==> src/rtl/gzip_pkg.sv <==
// gzip_pkg: shared state encoding and field widths for the GZIP trailer path.
package gzip_pkg;
    typedef enum logic [1:0] {ACCEPT, LATCH, EMIT} gzip_state_e;
    localparam int GZIP_TRAILER_BYTES = 8;
    localparam int CRC32_W = 32;
    localparam int ISIZE_W = 32;
endpackage

==> src/rtl/gzip_byte_serializer.sv <==
// gzip_byte_serializer: loads an NB-byte word and shifts it out LSB-first with valid/ready; last_out pulses on the final acceptance.
module gzip_byte_serializer #(
    parameter int NB = 8
) (
    input  logic            clk,
    input  logic            rst_n,
    input  logic            load_in,
    input  logic [NB*8-1:0] data_in,
    output logic [7:0]      byte_out,
    output logic            valid_out,
    input  logic            ready_in,
    output logic            last_out
);
    localparam int IW = $clog2(NB);
    logic [NB*8-1:0] shift_q, shift_d;
    logic [IW-1:0]   idx_q, idx_d;
    logic            valid_q, valid_d, arm_q, arm_d, fire;
    // Load primes a one-cycle arm stage so the first byte appears registered one cycle after load
    always_comb begin
        fire = valid_q & ready_in;
        last_out = fire & (idx_q == IW'(NB - 1));
        shift_d = load_in ? data_in : fire ? shift_q >> 8 : shift_q;
        idx_d = load_in ? '0 : fire ? idx_q + IW'(1) : idx_q;
        arm_d = load_in;
        valid_d = arm_q | (valid_q & ~last_out);
    end
    // Serializer registers
    always_ff @(posedge clk) begin
        if (!rst_n) begin
            shift_q <= '0;
            idx_q <= '0;
            valid_q <= 1'b0;
            arm_q <= 1'b0;
        end else begin
            shift_q <= shift_d;
            idx_q <= idx_d;
            valid_q <= valid_d;
            arm_q <= arm_d;
        end
    end
    assign byte_out = shift_q[7:0];
    assign valid_out = valid_q;
endmodule

==> src/rtl/gzip_trailer_gen.sv <==
// gzip_trailer_gen: counts payload bytes (ISIZE) and emits the RFC 1952 trailer CRC32 then ISIZE, little-endian.
// Optional: GZIP_TRAILER_OVF_FLAG_EN adds a sticky isize_ovf_out flag set when ISIZE wraps.
module gzip_trailer_gen
    import gzip_pkg::*;
#(
    parameter int CNT_W = 32
) (
    input  logic               clk,
    input  logic               rst_n,
    input  logic               data_valid_in,
    input  logic               data_last_in,
    input  logic               flush_in,
    output logic               data_ready_out,
    input  logic [CRC32_W-1:0] crc32_in,
    output logic [7:0]         trailer_out,
    output logic               trailer_valid_out,
    input  logic               trailer_ready_in,
    output logic               trailer_done_out,
`ifdef GZIP_TRAILER_OVF_FLAG_EN
    output logic               isize_ovf_out,
`endif
    output logic               crc_restart_out
);
    gzip_state_e      state_q, state_d;
    logic [CNT_W-1:0] count_q, count_d;
    logic             load, last, done;
    // Next state and byte counter; LATCH waits one cycle for the CRC to absorb the last byte
    always_comb begin
        state_d = state_q;
        count_d = count_q;
        load = 1'b0;
        done = last & (state_q == EMIT);
        if (state_q == ACCEPT) begin
            if (data_valid_in) begin
                count_d = count_q + CNT_W'(1);
                state_d = data_last_in ? LATCH : ACCEPT;
            end else if (flush_in) begin
                state_d = LATCH;
            end
        end else if (state_q == LATCH) begin
            load = 1'b1;
            state_d = EMIT;
        end else if (done) begin
            count_d = '0;
            state_d = ACCEPT;
        end
    end
    // State and counter registers
    always_ff @(posedge clk) begin
        if (!rst_n) begin
            state_q <= ACCEPT;
            count_q <= '0;
        end else begin
            state_q <= state_d;
            count_q <= count_d;
        end
    end
    gzip_byte_serializer #(.NB(GZIP_TRAILER_BYTES)) u_ser (
        .clk      (clk),
        .rst_n    (rst_n),
        .load_in  (load),
        .data_in  ({ISIZE_W'(count_q), crc32_in}),
        .byte_out (trailer_out),
        .valid_out(trailer_valid_out),
        .ready_in (trailer_ready_in),
        .last_out (last)
    );
    assign data_ready_out = (state_q == ACCEPT);
    assign trailer_done_out = done;
    assign crc_restart_out = done;
`ifdef GZIP_TRAILER_OVF_FLAG_EN
    logic ovf_q, ovf_d;
    // Sticky wrap flag, cleared with the counter at done
    always_comb begin
        ovf_d = done ? 1'b0 : (state_q == ACCEPT && data_valid_in && &count_q) ? 1'b1 : ovf_q;
    end
    // Overflow flag register
    always_ff @(posedge clk) begin
        if (!rst_n) ovf_q <= 1'b0;
        else ovf_q <= ovf_d;
    end
    assign isize_ovf_out = ovf_q;
`endif
endmodule

==> config.mk <==
export PLATFORM = sky130hd
export DESIGN_NAME = gzip_trailer_gen
export DESIGN_NICKNAME = d
export VERILOG_FILES = /design/src/rtl/gzip_pkg.sv /design/src/rtl/gzip_byte_serializer.sv /design/src/rtl/gzip_trailer_gen.sv
export SDC_FILE = /design/constraint.sdc
export NUM_CORES = 1
export LEC_CHECK = 0
export ABC_AREA = 1
export CAP_MARGIN = 20
export CORE_AREA = 4 4 123 90
export CTS_BUF_LIST = sky130_fd_sc_hd__clkbuf_16
export DETAILED_ROUTE_END_ITERATION = 16
export DIE_AREA = 0 0 127 94
export PLACE_DENSITY = 0.73
export SLEW_MARGIN = 10
export SYNTH_ARGS = -nofsm -noshare
export SYNTH_HDL_FRONTEND = slang
export SYNTH_SLANG_ARGS = --single-unit
==> constraint.sdc <==
create_clock -name clk -period 1.48 [get_ports clk]
set_input_delay 0.296 -clock clk [delete_from_list [all_inputs] [get_ports clk]]
set_output_delay 0.296 -clock clk [all_outputs]
set_load 0.05 [all_outputs]
# Word-level counts from Yosys, hierarchy flattened

Cells that the tools add are included.

Register bits: 103
Output and inout port bits: 12
Word-level logic and storage cells: 42

Add/subtract/negate cells: 2
Eq/ne operators: 6
Multiplexer cells: 14
Bitwise operators: 7
Reductions and logical operators: 7

Operators by type and width:

| cell                  | count |
|---|---|
| $mux 32               | 4 |
| $mux 64               | 2 |
| $add 32x1->32 const B | 1 |
| $mux 2                | 5 |
| $and 1x1->1           | 4 |
| $ne 2x2->1 const B    | 2 |
| $reduce_bool 2->1     | 2 |
| $add 3x1->3 const B   | 1 |
| $eq 3x3->1 const B    | 1 |
| $mux 1                | 3 |
| $ne 3x3->1 const B    | 1 |
| $reduce_and 3->1      | 1 |
| $reduce_bool 3->1     | 1 |
| $eq 2x1->1 const B    | 1 |
| $eq 2x2->1 const B    | 1 |
| $logic_not 2->1       | 1 |
| $not 1->1             | 2 |
| $reduce_and 2->1      | 1 |
| $reduce_or 2->1       | 1 |
| $or 1x1->1            | 1 |

# Longest topological paths before layout

Word-level depth: 6
Depth in mapped cells: 11
Mapped depth without buffers: 10

# Hierarchy

From an unflattened synthesis, not the netlist that was laid out.

Cells, all modules: 771
Area total of the unflattened synthesis: 5144.9 um2

Modules (own cells, without submodules):

| module               | times used | cells each | area an instance (um2) | sequential area each (um2) |
|---|---|---|---|---|
| gzip_byte_serializer | 1          | 491        | 3228.1                 | 1381.3 |
| gzip_trailer_gen     | 1          | 280        | 1916.8                 | 680.7 |

# Worst setup path before layout

OpenSTA, ideal clock, no wires.

Kind: register to register
Start: register u_ser.valid_q (netlist: u_ser.valid_out)
End: register count_q[19]
Data arrival time: 1.928 ns
Data required time: 1.364 ns
Setup slack: -0.564 ns
Stages on the path, launching flop included: 9
Cell sequence: dfxtp_1 > nand3_1 > nor2_4 > nor2_4 > buf_12 > nor2_8 > nand2_1 > o21ai_0 > nor2_1

Cells in the longest elaborated chain, start to end: 5

Ends and longest elaborated chain:

| what                        | line                       | text |
|---|---|---|
| from (decl)                 | gzip_byte_serializer.sv:17 | `logic valid_q, valid_d, arm_q, arm_d, fire;` |
| from (signal assigned)      | gzip_byte_serializer.sv:37 | `valid_q <= valid_d;` |
| $and 1x1->1                 | gzip_byte_serializer.sv:20 | `fire = valid_q & ready_in;` |
| $and 1x1->1                 | gzip_byte_serializer.sv:21 | `last_out = fire & (idx_q == IW'(NB - 1));` |
| $and 1x1->1                 | gzip_trailer_gen.sv:32     | `done = last & (state_q == EMIT);` |
| net crc_restart_out         | gzip_trailer_gen.sv:22     | `output logic crc_restart_out` |
| $reduce_bool 2->1 (no line) | -                          |  |
| $reduce_and 3->1 (no line)  | -                          |  |
| to (signal assigned)        | gzip_trailer_gen.sv:55     | `count_q <= count_d;` |
| to (decl)                   | gzip_trailer_gen.sv:25     | `logic [CNT_W-1:0] count_q, count_d;` |

The timed path passes the listed nets, and every way through them passes these cells.
A chain may end at the register's enable or synchronous reset.

# Worst setup path after layout

Start: register u_ser.idx_q[1]
End: register count_q[5]

Cells in the longest elaborated chain, start to end: 5

Ends and longest elaborated chain:

| what                        | line                       | text |
|---|---|---|
| from (decl)                 | gzip_byte_serializer.sv:16 | `logic [IW-1:0] idx_q, idx_d;` |
| from (signal assigned)      | gzip_byte_serializer.sv:36 | `idx_q <= idx_d;` |
| $eq 3x3->1                  | gzip_byte_serializer.sv:21 |  |
| $and 1x1->1                 | gzip_byte_serializer.sv:21 |  |
| $and 1x1->1                 | gzip_trailer_gen.sv:32     |  |
| $reduce_bool 2->1 (no line) | -                          |  |
| $reduce_and 3->1 (no line)  | -                          |  |

No other way between the ends.

==> out/metrics.csv <==
metric;value;unit
initial antenna violation count;0;
Power Total;6.75;mW
power per cell area;1020;nW/um2
Net Count, Synth;745;
Worst Hold Path EP;u_ser.valid_out;
f_max;573;MHz
Core Box Area;10000;um2
Crit Path Max Fanout;3;
Post-Place Cells;884;
R2R Setup Slk;-0.26;ns
Reg-to-Reg End;count_q[5];
antenna-violating nets left;0;
GR Layer Usage met2;0.375;
busiest grt layer;met2;
area of the mapped netlist;4840;um2
RR Startpoint;u_ser.idx_q[1];
gr ovfl total;0;
CTS Buf Count;9;
DR WL/cell;15.6;um
largest net degree at the start of global routing;35;
#FFs+latches synth;103;
Iteration-0 DRC Markers;514;
Initial Utilization;0.484;
Die W;127;um
ANT cells;0;
Hold Path Class;reg2reg;
CP Launch Type;flop;
GRT Total Usage;0.238;
placer congestion estimate;0.849;
post-synth cell types;34;
vias in the first global route;4706;
Worst Path Arrival;2.03;ns
Clock transition at path regs;0.07;ns
First-pass DRT Iterations;6;
Avg Synthesized Cell Area;6.88;um2
worst reg2reg path depth;9;
fin worst setup slack;-0.264;ns
H-tree depth;3;
Worst Hold Depth;2;
Setup Viol. Count Final;39;
I/O Pins;50;
layout cells sized above 1;0.207;
post-DR vias/cell;5.42;
critical path required time;1.77;ns
detailed placer's ending HPWL;9.58;mm
unrepaired setup endpoints after global routing;yes;
relative max-transition margin;0.698;
Slew @ Worst Pin;0.449;ns
Max VDD drop;0.589;mV
fin crit share;1.18;
yosys warns;0;
final net count;827;
M1 GR Usage;0.315;
die area;11900;um2
CP peak stage delay;0.35;ns
CP max-delay cell;dfxtp_2;
sequential area share after synthesis;0.426;
Leak;2.63;nW
Layout area overhead;36.1;%
status;finished, violations left;
Gate Count Post-Synth;704;
max-slew violations;0;
Hold Crit Start;u_ser.arm_q;
Critical Path End Type;flop;
DR vias;5001;
Fin. Hold Viols;0;
Post-Layout Cell Count;923;
failing checks;setup timing;
Crit Path Category;reg2reg;
port bufs;49;
drc violations;0;
pre-CTS WS;-0.369;ns
# Max-Cap Violations;0;
die height;94;um
CTS tree;built;
Setup Skew;0.00566;ns
first-pass GRT wire length;22.7;mm
clk_lat worst skew;0.35;ns
CTS Root Cell;clkbuf_16;
Post-CTS Hold Buffers;0;
Critical Path, Cell by Cell;ha_4 -> ha_4 -> nand3_4 -> buf_4 -> o21ai_4 -> nand2_2 -> buf_4 -> or2_2 -> a21oi_1;
clock sink count;103;
FP Rows;31;
final worst path period need;1.74;ns
met3 GRT Util;0.0693;
Max Buffers Root-to-Sink;2;
total negative slack;-5.62;ns
drt total wl;14.4;mm
==> sequential cells by signal (all words and copies together), names as in the netlist <==
name / flops
u_ser.shift_q: 64
count_q: 32
u_ser.idx_q: 3
state_q: 2
u_ser.arm_q: 1
u_ser.valid_out: 1
==> cell families (layout without fill, tap and decap cells) <==
kind of cell / after synthesis / count (layout) / share of synthesized area
multiplexers: 2 / 2 / 0.00413
AO/OA/AOI/OAI: 143 / 143 / 0.159
AND/OR/NAND/NOR: 346 / 347 / 0.305
flip-flops: 103 / 103 / 0.426
adder cells (fa/ha/maj): 3 / 3 / 0.00775
buffers and inverters: 106 / 192 / 0.0968
XOR/XNOR: 1 / 1 / 0.00181
==> cell usage after synthesis <==
| master | instances | area share |
|---|---|---|
| nand2_1 | 200 | 0.15 |
| dfxtp_1 | 103 | 0.43 |
| o21ai_0 | 73 | 0.075 |
| nor2_1 | 71 | 0.055 |
| inv_1 | 59 | 0.046 |
| a21oi_1 | 48 | 0.050 |
| nand3_1 | 45 | 0.046 |
| clkbuf_1 | 21 | 0.016 |
| a31oi_1 | 10 | 0.013 |
| buf_2 | 9 | 0.0093 |
| buf_4 | 9 | 0.014 |
| nand4_1 | 9 | 0.012 |
| a221oi_1 | 8 | 0.014 |
| nor2_4 | 5 | 0.012 |
| nor3_1 | 5 | 0.0052 |
| ha_1 | 3 | 0.0077 |
| inv_2 | 3 | 0.0023 |
| a32o_1 | 2 | 0.0041 |
| and2_1 | 2 | 0.0026 |
| buf_1 | 2 | 0.0016 |
| mux2i_1 | 2 | 0.0041 |
| nand2_2 | 2 | 0.0026 |
| nand3b_1 | 2 | 0.0031 |
| a211oi_1 | 1 | 0.0016 |
| buf_12 | 1 | 0.0041 |
| clkbuf_8 | 1 | 0.0028 |
| clkinv_1 | 1 | 0.00077 |
| nor2_2 | 1 | 0.0013 |
| nor2_8 | 1 | 0.0041 |
| nor3_4 | 1 | 0.0034 |
| nor3b_1 | 1 | 0.0016 |
| o21ai_1 | 1 | 0.0010 |
| or2_2 | 1 | 0.0013 |
| xor2_1 | 1 | 0.0018 |
==> routing by layer <==
layer | wire (um) | vias up
met5 | 0 | -
met4 | 306 | 0
met3 | 1050 | 34
met2 | 6540 | 197
met1 | 6500 | 2320
li1 | - | 2450
==> worst max-delay path, delay by kind of cell (launching register included) <==
kind | cells | cell delay [ns]
AO/OA/AOI/OAI | 2 | 0.30
adder cells (fa/ha/maj) | 2 | 0.27
buffers and inverters | 2 | 0.30
flip-flops | 1 | 0.35
AND/OR/NAND/NOR | 3 | 0.45
==> what timing repair did <==
item | CTS | global route
endpoints found under the setup margin | 78 | 81
setup buffers | 10 | 12
resized for setup | 25 | 65
gates cloned | 4 | 0
pin swaps | 10 | 23
==> worst max-delay path by stage <==
stage	from	endpoint	slack [ns]	cells past startpoint
after CTS	u_ser.idx_q[1]	trailer_done_out	-0.24	6
after floorplan	u_ser.idx_q[1]	count_q[13]	-0.29	10
after global routing	u_ser.idx_q[1]	count_q[12]	-0.34	12
final	u_ser.idx_q[1]	count_q[5]	-0.26	9
after global placement	trailer_ready_in	count_q[15]	-0.31	9
after detailed placement	trailer_ready_in	count_q[12]	-0.37	8
==> cells in the final DEF (no fill, tap or decap), types with 2 or more instances in the layout <==
| master | synthesis | layout |
|---|---|---|
| nand2_1 | 200 | 189 |
| dfxtp_1 | 103 | 99 |
| inv_1 | 59 | 59 |
| nor2_1 | 71 | 58 |
| o21ai_0 | 73 | 54 |
| a21oi_1 | 48 | 47 |
| buf_4 | 9 | 46 |
| clkdlybuf4s50_1 | 0 | 37 |
| nand3_1 | 45 | 33 |
| buf_12 | 1 | 18 |
| buf_6 | 0 | 11 |
| nor2_4 | 5 | 10 |
| nand2_2 | 2 | 10 |
| o21ai_1 | 1 | 10 |
| a31oi_1 | 10 | 10 |
| nand3_2 | 0 | 10 |
| nor2_2 | 1 | 10 |
| o21ai_2 | 0 | 9 |
| nand4_1 | 9 | 9 |
| clkbuf_16 | 0 | 9 |
| a221oi_1 | 8 | 7 |
| clkinvlp_4 | 0 | 4 |
| nor3_1 | 5 | 4 |
| dfxtp_2 | 0 | 4 |
| nand2_4 | 0 | 3 |
| inv_2 | 3 | 3 |
| ha_4 | 0 | 3 |
| nand3_4 | 0 | 2 |
| a32o_1 | 2 | 2 |
| mux2i_1 | 2 | 2 |
| and2_1 | 2 | 2 |
| nand3b_1 | 2 | 2 |
==> per-stage QoR <==
step	util	area (um2)	hold WS, ns
after global placement	0.580	5800	0.419
after global routing	0.659	6600	0.470
after detailed placement	0.580	5800	0.441
after CTS	0.636	6360	0.458
after floorplan	-	4900	0.413
final	0.659	6600	0.452
==> power breakdown <==
group          switching (mW)  internal, mW
sequential              0.111          2.95
clock                    1.07          1.31
combinational           0.717         0.583
total                    1.90          4.85
==> layout make-up <==
type | count | area (um2)
clock inverter | 7 | 72.6
multi-input combinational | 496 | 2600
clock buffer | 9 | 225
tap | 132 | 165
fill | 851 | 3410
sequential | 103 | 2070
inverter | 63 | 240
timing repair buffer | 113 | 1230
Note: power is estimated with default switching activity, not from simulation.
